`src/rtl/data_sram_bridge_pkg.sv`:
```
// Shared definitions for the data-side SRAM bridge: FSM state encodings,
// access-size encodings and the kseg0/kseg1 segment constants.
package data_sram_bridge_pkg;

  typedef enum logic [2:0] {
    ST_IDLE  = 3'd0,
    ST_REQ   = 3'd1,
    ST_WAIT  = 3'd2,
    ST_DONE  = 3'd3,
    ST_DRAIN = 3'd4
  } state_e;

  localparam logic [1:0] SIZE_B = 2'd0;
  localparam logic [1:0] SIZE_H = 2'd1;
  localparam logic [1:0] SIZE_W = 2'd2;

  // Top three address bits selecting the unmapped segments.
  localparam logic [2:0] SEG_KSEG0 = 3'b100;
  localparam logic [2:0] SEG_KSEG1 = 3'b101;

  // True when the segment is translated by simply clearing the top bits.
  function automatic logic is_unmapped_seg(input logic [2:0] seg);
    return (seg == SEG_KSEG0) || (seg == SEG_KSEG1);
  endfunction

endpackage

```
`src/rtl/data_addr_map.sv`:
```
// Combinational virtual-to-physical translation for kseg0/kseg1.
// Shared with the instruction side; with MAP_EN=0 the address passes through.
module data_addr_map
  import data_sram_bridge_pkg::*;
#(
  parameter int unsigned MAP_EN = 1
) (
  input  logic [31:0] vaddr_i,
  output logic [31:0] paddr_o
);

  // kseg0/kseg1 fold onto the low 512 MB; everything else is untouched.
  always_comb begin
    paddr_o = vaddr_i;
    if ((MAP_EN != 0) && is_unmapped_seg(vaddr_i[31:29])) begin
      paddr_o = {3'b000, vaddr_i[28:0]};
    end
  end

endmodule

```
`src/rtl/data_sram_bridge.sv`:
```
// MEM-stage data port responder: turns a single-cycle load/store into a
// registered req / addr_ok / data_ok transaction and stalls the pipeline
// until the access completes.
//
//   state    | meaning
//   ---------+----------------------------------------------------------
//   IDLE     | no transaction; a new MEM access is latched and issued
//   REQ      | data_req high, waiting for addr_ok (fields held stable)
//   WAIT     | request accepted, waiting for data_ok
//   DONE     | cpu_rdata valid; held until the pipeline advances
//   DRAIN    | flushed after accept; swallow the pending data_ok
module data_sram_bridge
  import data_sram_bridge_pkg::*;
#(
  parameter int unsigned ADDR_MAP_EN = 1
) (
  input  logic        clk,
  input  logic        rst,
  input  logic        cpu_en,
  input  logic        cpu_we,
  input  logic [3:0]  cpu_sel,
  input  logic [1:0]  cpu_size,
  input  logic [31:0] cpu_addr,
  input  logic [31:0] cpu_wdata,
  input  logic        cpu_flush,
  input  logic        cpu_stall,
  output logic [31:0] cpu_rdata,
  output logic        stallreq,
  output logic        data_req,
  output logic        data_wr,
  output logic [1:0]  data_size,
  output logic [3:0]  data_wstrb,
  output logic [31:0] data_addr,
  output logic [31:0] data_wdata,
  input  logic        data_addr_ok,
  input  logic        data_data_ok,
  input  logic [31:0] data_rdata
);

  state_e      state_q;
  logic        req_q;
  logic        wr_q;
  logic [1:0]  size_q;
  logic [3:0]  wstrb_q;
  logic [31:0] addr_q;
  logic [31:0] wdata_q;
  logic [31:0] rdata_q;
  logic [31:0] paddr;

  data_addr_map #(
    .MAP_EN (ADDR_MAP_EN)
  ) u_addr_map (
    .vaddr_i (cpu_addr),
    .paddr_o (paddr)
  );

  // Transaction FSM with registered bus fields and load data.
  always_ff @(posedge clk) begin
    if (rst) begin
      state_q <= ST_IDLE;
      req_q   <= 1'b0;
      wr_q    <= 1'b0;
      size_q  <= 2'd0;
      wstrb_q <= 4'd0;
      addr_q  <= 32'd0;
      wdata_q <= 32'd0;
      rdata_q <= 32'd0;
    end else begin
      case (state_q)
        ST_IDLE: begin
          if (cpu_en && !cpu_flush) begin
            req_q   <= 1'b1;
            wr_q    <= cpu_we;
            size_q  <= cpu_size;
            wstrb_q <= cpu_sel;
            addr_q  <= paddr;
            wdata_q <= cpu_wdata;
            state_q <= ST_REQ;
          end
        end
        ST_REQ: begin
          if (data_addr_ok) begin
            req_q <= 1'b0;
            if (data_data_ok) begin
              if (cpu_flush) begin
                state_q <= ST_IDLE;
              end else begin
                rdata_q <= data_rdata;
                state_q <= ST_DONE;
              end
            end else begin
              state_q <= cpu_flush ? ST_DRAIN : ST_WAIT;
            end
          end else if (cpu_flush) begin
            // Not yet accepted, so the request can simply be withdrawn.
            req_q   <= 1'b0;
            state_q <= ST_IDLE;
          end
        end
        ST_WAIT: begin
          if (data_data_ok) begin
            if (cpu_flush) begin
              state_q <= ST_IDLE;
            end else begin
              rdata_q <= data_rdata;
              state_q <= ST_DONE;
            end
          end else if (cpu_flush) begin
            state_q <= ST_DRAIN;
          end
        end
        ST_DONE: begin
          if (!cpu_stall || cpu_flush) begin
            state_q <= ST_IDLE;
          end
        end
        ST_DRAIN: begin
          if (data_data_ok) begin
            state_q <= ST_IDLE;
          end
        end
        default: state_q <= ST_IDLE;
      endcase
    end
  end

  // Stall the pipeline for any live access that has not yet completed.
  always_comb begin
    stallreq = cpu_en && !cpu_flush && !rst && (state_q != ST_DONE);
  end

  assign data_req   = req_q;
  assign data_wr    = wr_q;
  assign data_size  = size_q;
  assign data_wstrb = wstrb_q;
  assign data_addr  = addr_q;
  assign data_wdata = wdata_q;
  assign cpu_rdata  = rdata_q;

endmodule

```
`config.mk`:
```
export PLATFORM = sky130hd
export DESIGN_NAME = data_sram_bridge
export DESIGN_NICKNAME = d
export VERILOG_FILES = /design/src/rtl/data_sram_bridge_pkg.sv /design/src/rtl/data_addr_map.sv /design/src/rtl/data_sram_bridge.sv
export SDC_FILE = /design/constraint.sdc
export NUM_CORES = 1
export LEC_CHECK = 0
export ABC_AREA = 1
export CAP_MARGIN = 10
export CORE_MARGIN = 5
export CORE_UTILIZATION = 40
export DETAILED_ROUTE_END_ITERATION = 8
export GPL_ROUTABILITY_DRIVEN = 0
export PLACE_DENSITY = 0.83
export SLEW_MARGIN = 15
export SYNTH_ARGS = -nofsm -noshare
export SYNTH_HDL_FRONTEND = slang
export SYNTH_HIERARCHICAL = 1
export SYNTH_SLANG_ARGS = --single-unit
```
`constraint.sdc`:
```
create_clock -name clk -period 1.7 [get_ports clk]
set_clock_uncertainty 0.05 [all_clocks]
set_input_delay 0.17 -clock clk [delete_from_list [all_inputs] [get_ports clk]]
set_output_delay 0.17 -clock clk [all_outputs]
set_load 0.01 [all_outputs]
```
==> metrics.txt <==
RSZ-0062 raised after global routing=no; #FFs+latches synth=107; total vias in the final route=4,146; CTS root buffer=clkbuf_8; chip height=112 um; Nets=834; CP most frequent cell=nor2_1; first-pass GRT wire length=20.4 mm; Synth-to-Final Area Change=54.6%; post-synth top area share=0.513; Bufs and invs on worst path=3; initial core utilization=0.408; # setup viols final=0; Slew @ Worst Pin=0.361 ns; Clock Sinks=107; cells after synthesis=545; Critical Path End Type=register; Tcrit/Tclk final=0.908; Worst-path clk slew=0.11 ns; Setup CP Type=register to register; P_leak=2.61 nW; post-route ant nets=0; die width=112 um; area of the multi-input gates=1550 um^2; endpoints failing hold=0; Reg area=2140 um^2; later-pin clock latency in the skew report=0.36 ns; # DRC=0; Max H-tree Level=3; Fill cells=871; Final Core Density=0.630; final worst slack=0.157 ns; synth unique cells=25; total of max-cap violations=0; Synth Area per Inst=7.65 um^2; Slew Viols, Final=0; clock tree buffer depth=2; CP Max Fanout=44; Hold Path Class=input pin to register; # IOs=215; CTS tree=done; DRT iter0 DRCs=360; outcome=complete, no violations; slowest stage delay, CP=0.38 ns; sequential share of the synthesized area=0.513; Power per Cell Area=1130 nW/um^2; delay-heaviest family, CP=simple AND/OR/NAND/NOR gates; top cell type by total area after synthesis=dfxtp_1; first-pass detailed-route iteration total=5; most common cell after layout, fill and taps aside=nor2_1; syn nets=655; Place WS=-0.275 ns; Antenna Cells=0; Slew headroom=0.758; Vias per Instance=4.79; gr usage total=0.197; CP startpoint kind=register; vias in the first global route=4,203; CP max-delay cell=dfxtp_2; most frequent cells in the layout=nor2_1 (225), clkdlybuf4s50_1 (213), dfxtp_1 (106); CTS Buf Count=9; Critical Path AT=1.75 ns; Die ar.=12,600 um^2; WL per Instance=14.6 um; Worst VDD drop=0.000592 V; Post-Syn Area=4170 um^2; Core ar.=10,200 um^2; Worst Path Required=1.91 ns; largest net degree at the start of global routing=52; YS warnings=6; post-DP HPWL=9.49 mm; Port Buffer Count=214; synth top area cells=dfxtp_1 (51%), nor2_1 (20%), o21ai_0 (10%); share of layout cells above drive strength 1=0.0658; final WL=12.7 mm; Tmin final=1.54 ns; fmax=648 MHz; post-route insts no fill=865; Cell Chain, Critical Path=buf_4 -> nor3_4 -> inv_2 -> buf_12 -> nor2_1 -> nor2_1; standard-cell rows=37; total gr overflow=0; initial antenna violation count=0; cell count after placement=849
## cell usage after synthesis
cell      count
o21ai_1      20
nor2_1      225
nor2_2        3
nor3_1        1
a21oi_1       1
nor3_4        1
clkbuf_2      5
inv_2         4
buf_6         7
buf_4        33
a31oi_1       1
nand2_2       3
o21ai_0      83
nand4_1       1
clkbuf_1     11
buf_2         5
nand2_1       9
clkinv_2      1
a21oi_2       1
clkbuf_4      1
a211oi_1      1
nand3_1      10
nand3_2       1
inv_1        10
dfxtp_1     107
## cell type report
class	count	share of cell area
clock buffers	9	0.0192
multi-input cells	361	0.241
well taps	136	0.0264
inverters	15	0.00931
clock inverters	7	0.0124
repair buffers	230	0.360
flip-flops and latches	107	0.332
## flip-flops by register name, indices dropped and copies added (netlist names)
register / cells
state_q: 3
cpu_rdata: 32
data_wdata: 32
data_addr: 32
data_req: 1
data_wr: 1
data_wstrb: 4
data_size: 2
## per-stage QoR
step	total power, mW	TNS [ns]	area [um^2]	hold slack (ns)
final	7.30	0	6450	0.327
after global routing	7.76	0	6450	0.296
after CTS	7.38	0	6440	0.296
after detailed placement	5.75	-14.42	6230	0.424
after global placement	5.67	-11.67	6230	0.413
after floorplan	4.46	0	4170	0.189
## final timing paths
| path | start | to | slack [ns] | cells past startpoint |
|---|---|---|---|---|
| setup / recovery | state_q[1]$_SDFFE_PP0P_ | data_wdata[27]$_SDFFE_PP0P_ | 0.16 | 6 |
| hold / removal | cpu_wdata[12] | data_wdata[12]$_SDFFE_PP0P_ | 0.33 | 3 |
| setup reg to reg | state_q[1]$_SDFFE_PP0P_ | data_wdata[27]$_SDFFE_PP0P_ | 0.16 | 6 |
| hold reg to reg | cpu_rdata[17]$_SDFFE_PP0P_ | cpu_rdata[17]$_SDFFE_PP0P_ | 0.44 | 2 |
## what timing repair did
| action | 4_1_cts | 5_1_grt |
|---|---|---|
| endpoints found under the hold margin | 0 | 0 |
| hold buffers | 0 | 0 |
| pin swaps | 0 | 0 |
| setup endpoints to repair | 33 | 46 |
| setup buffers | 0 | 0 |
| gates resized for setup | 3 | 3 |
## where the power goes
part	internal [mW]	switching [mW]	total, mW
logic	1.29	1.21	2.50
registers	2.94	0.253	3.20
clock network	0.706	0.894	1.60
total	4.94	2.36	7.30
## kinds of logic after synthesis
group	Yosys count	synth area share
AOI/OAI and AO/OA	107	0.130
buffers and inverters	77	0.116
DFF	107	0.513
and+or+nand+nor	254	0.241
## worst register-to-register path: cells and delay by family (launching register included)
kind	cells	cell delay, ns
buf+inv	3	0.46
flops	1	0.38
simple gates	3	0.55
## metal layers
metal  GRT usage  wire [um]  vias up
li1            -          -     2063
met1       0.229       5290     1902
met2       0.336       6160      164
met3      0.0593        960       17
met4      0.0825        240        0
met5           0          0        -
Note: power is estimated with default switching activity, not from simulation.
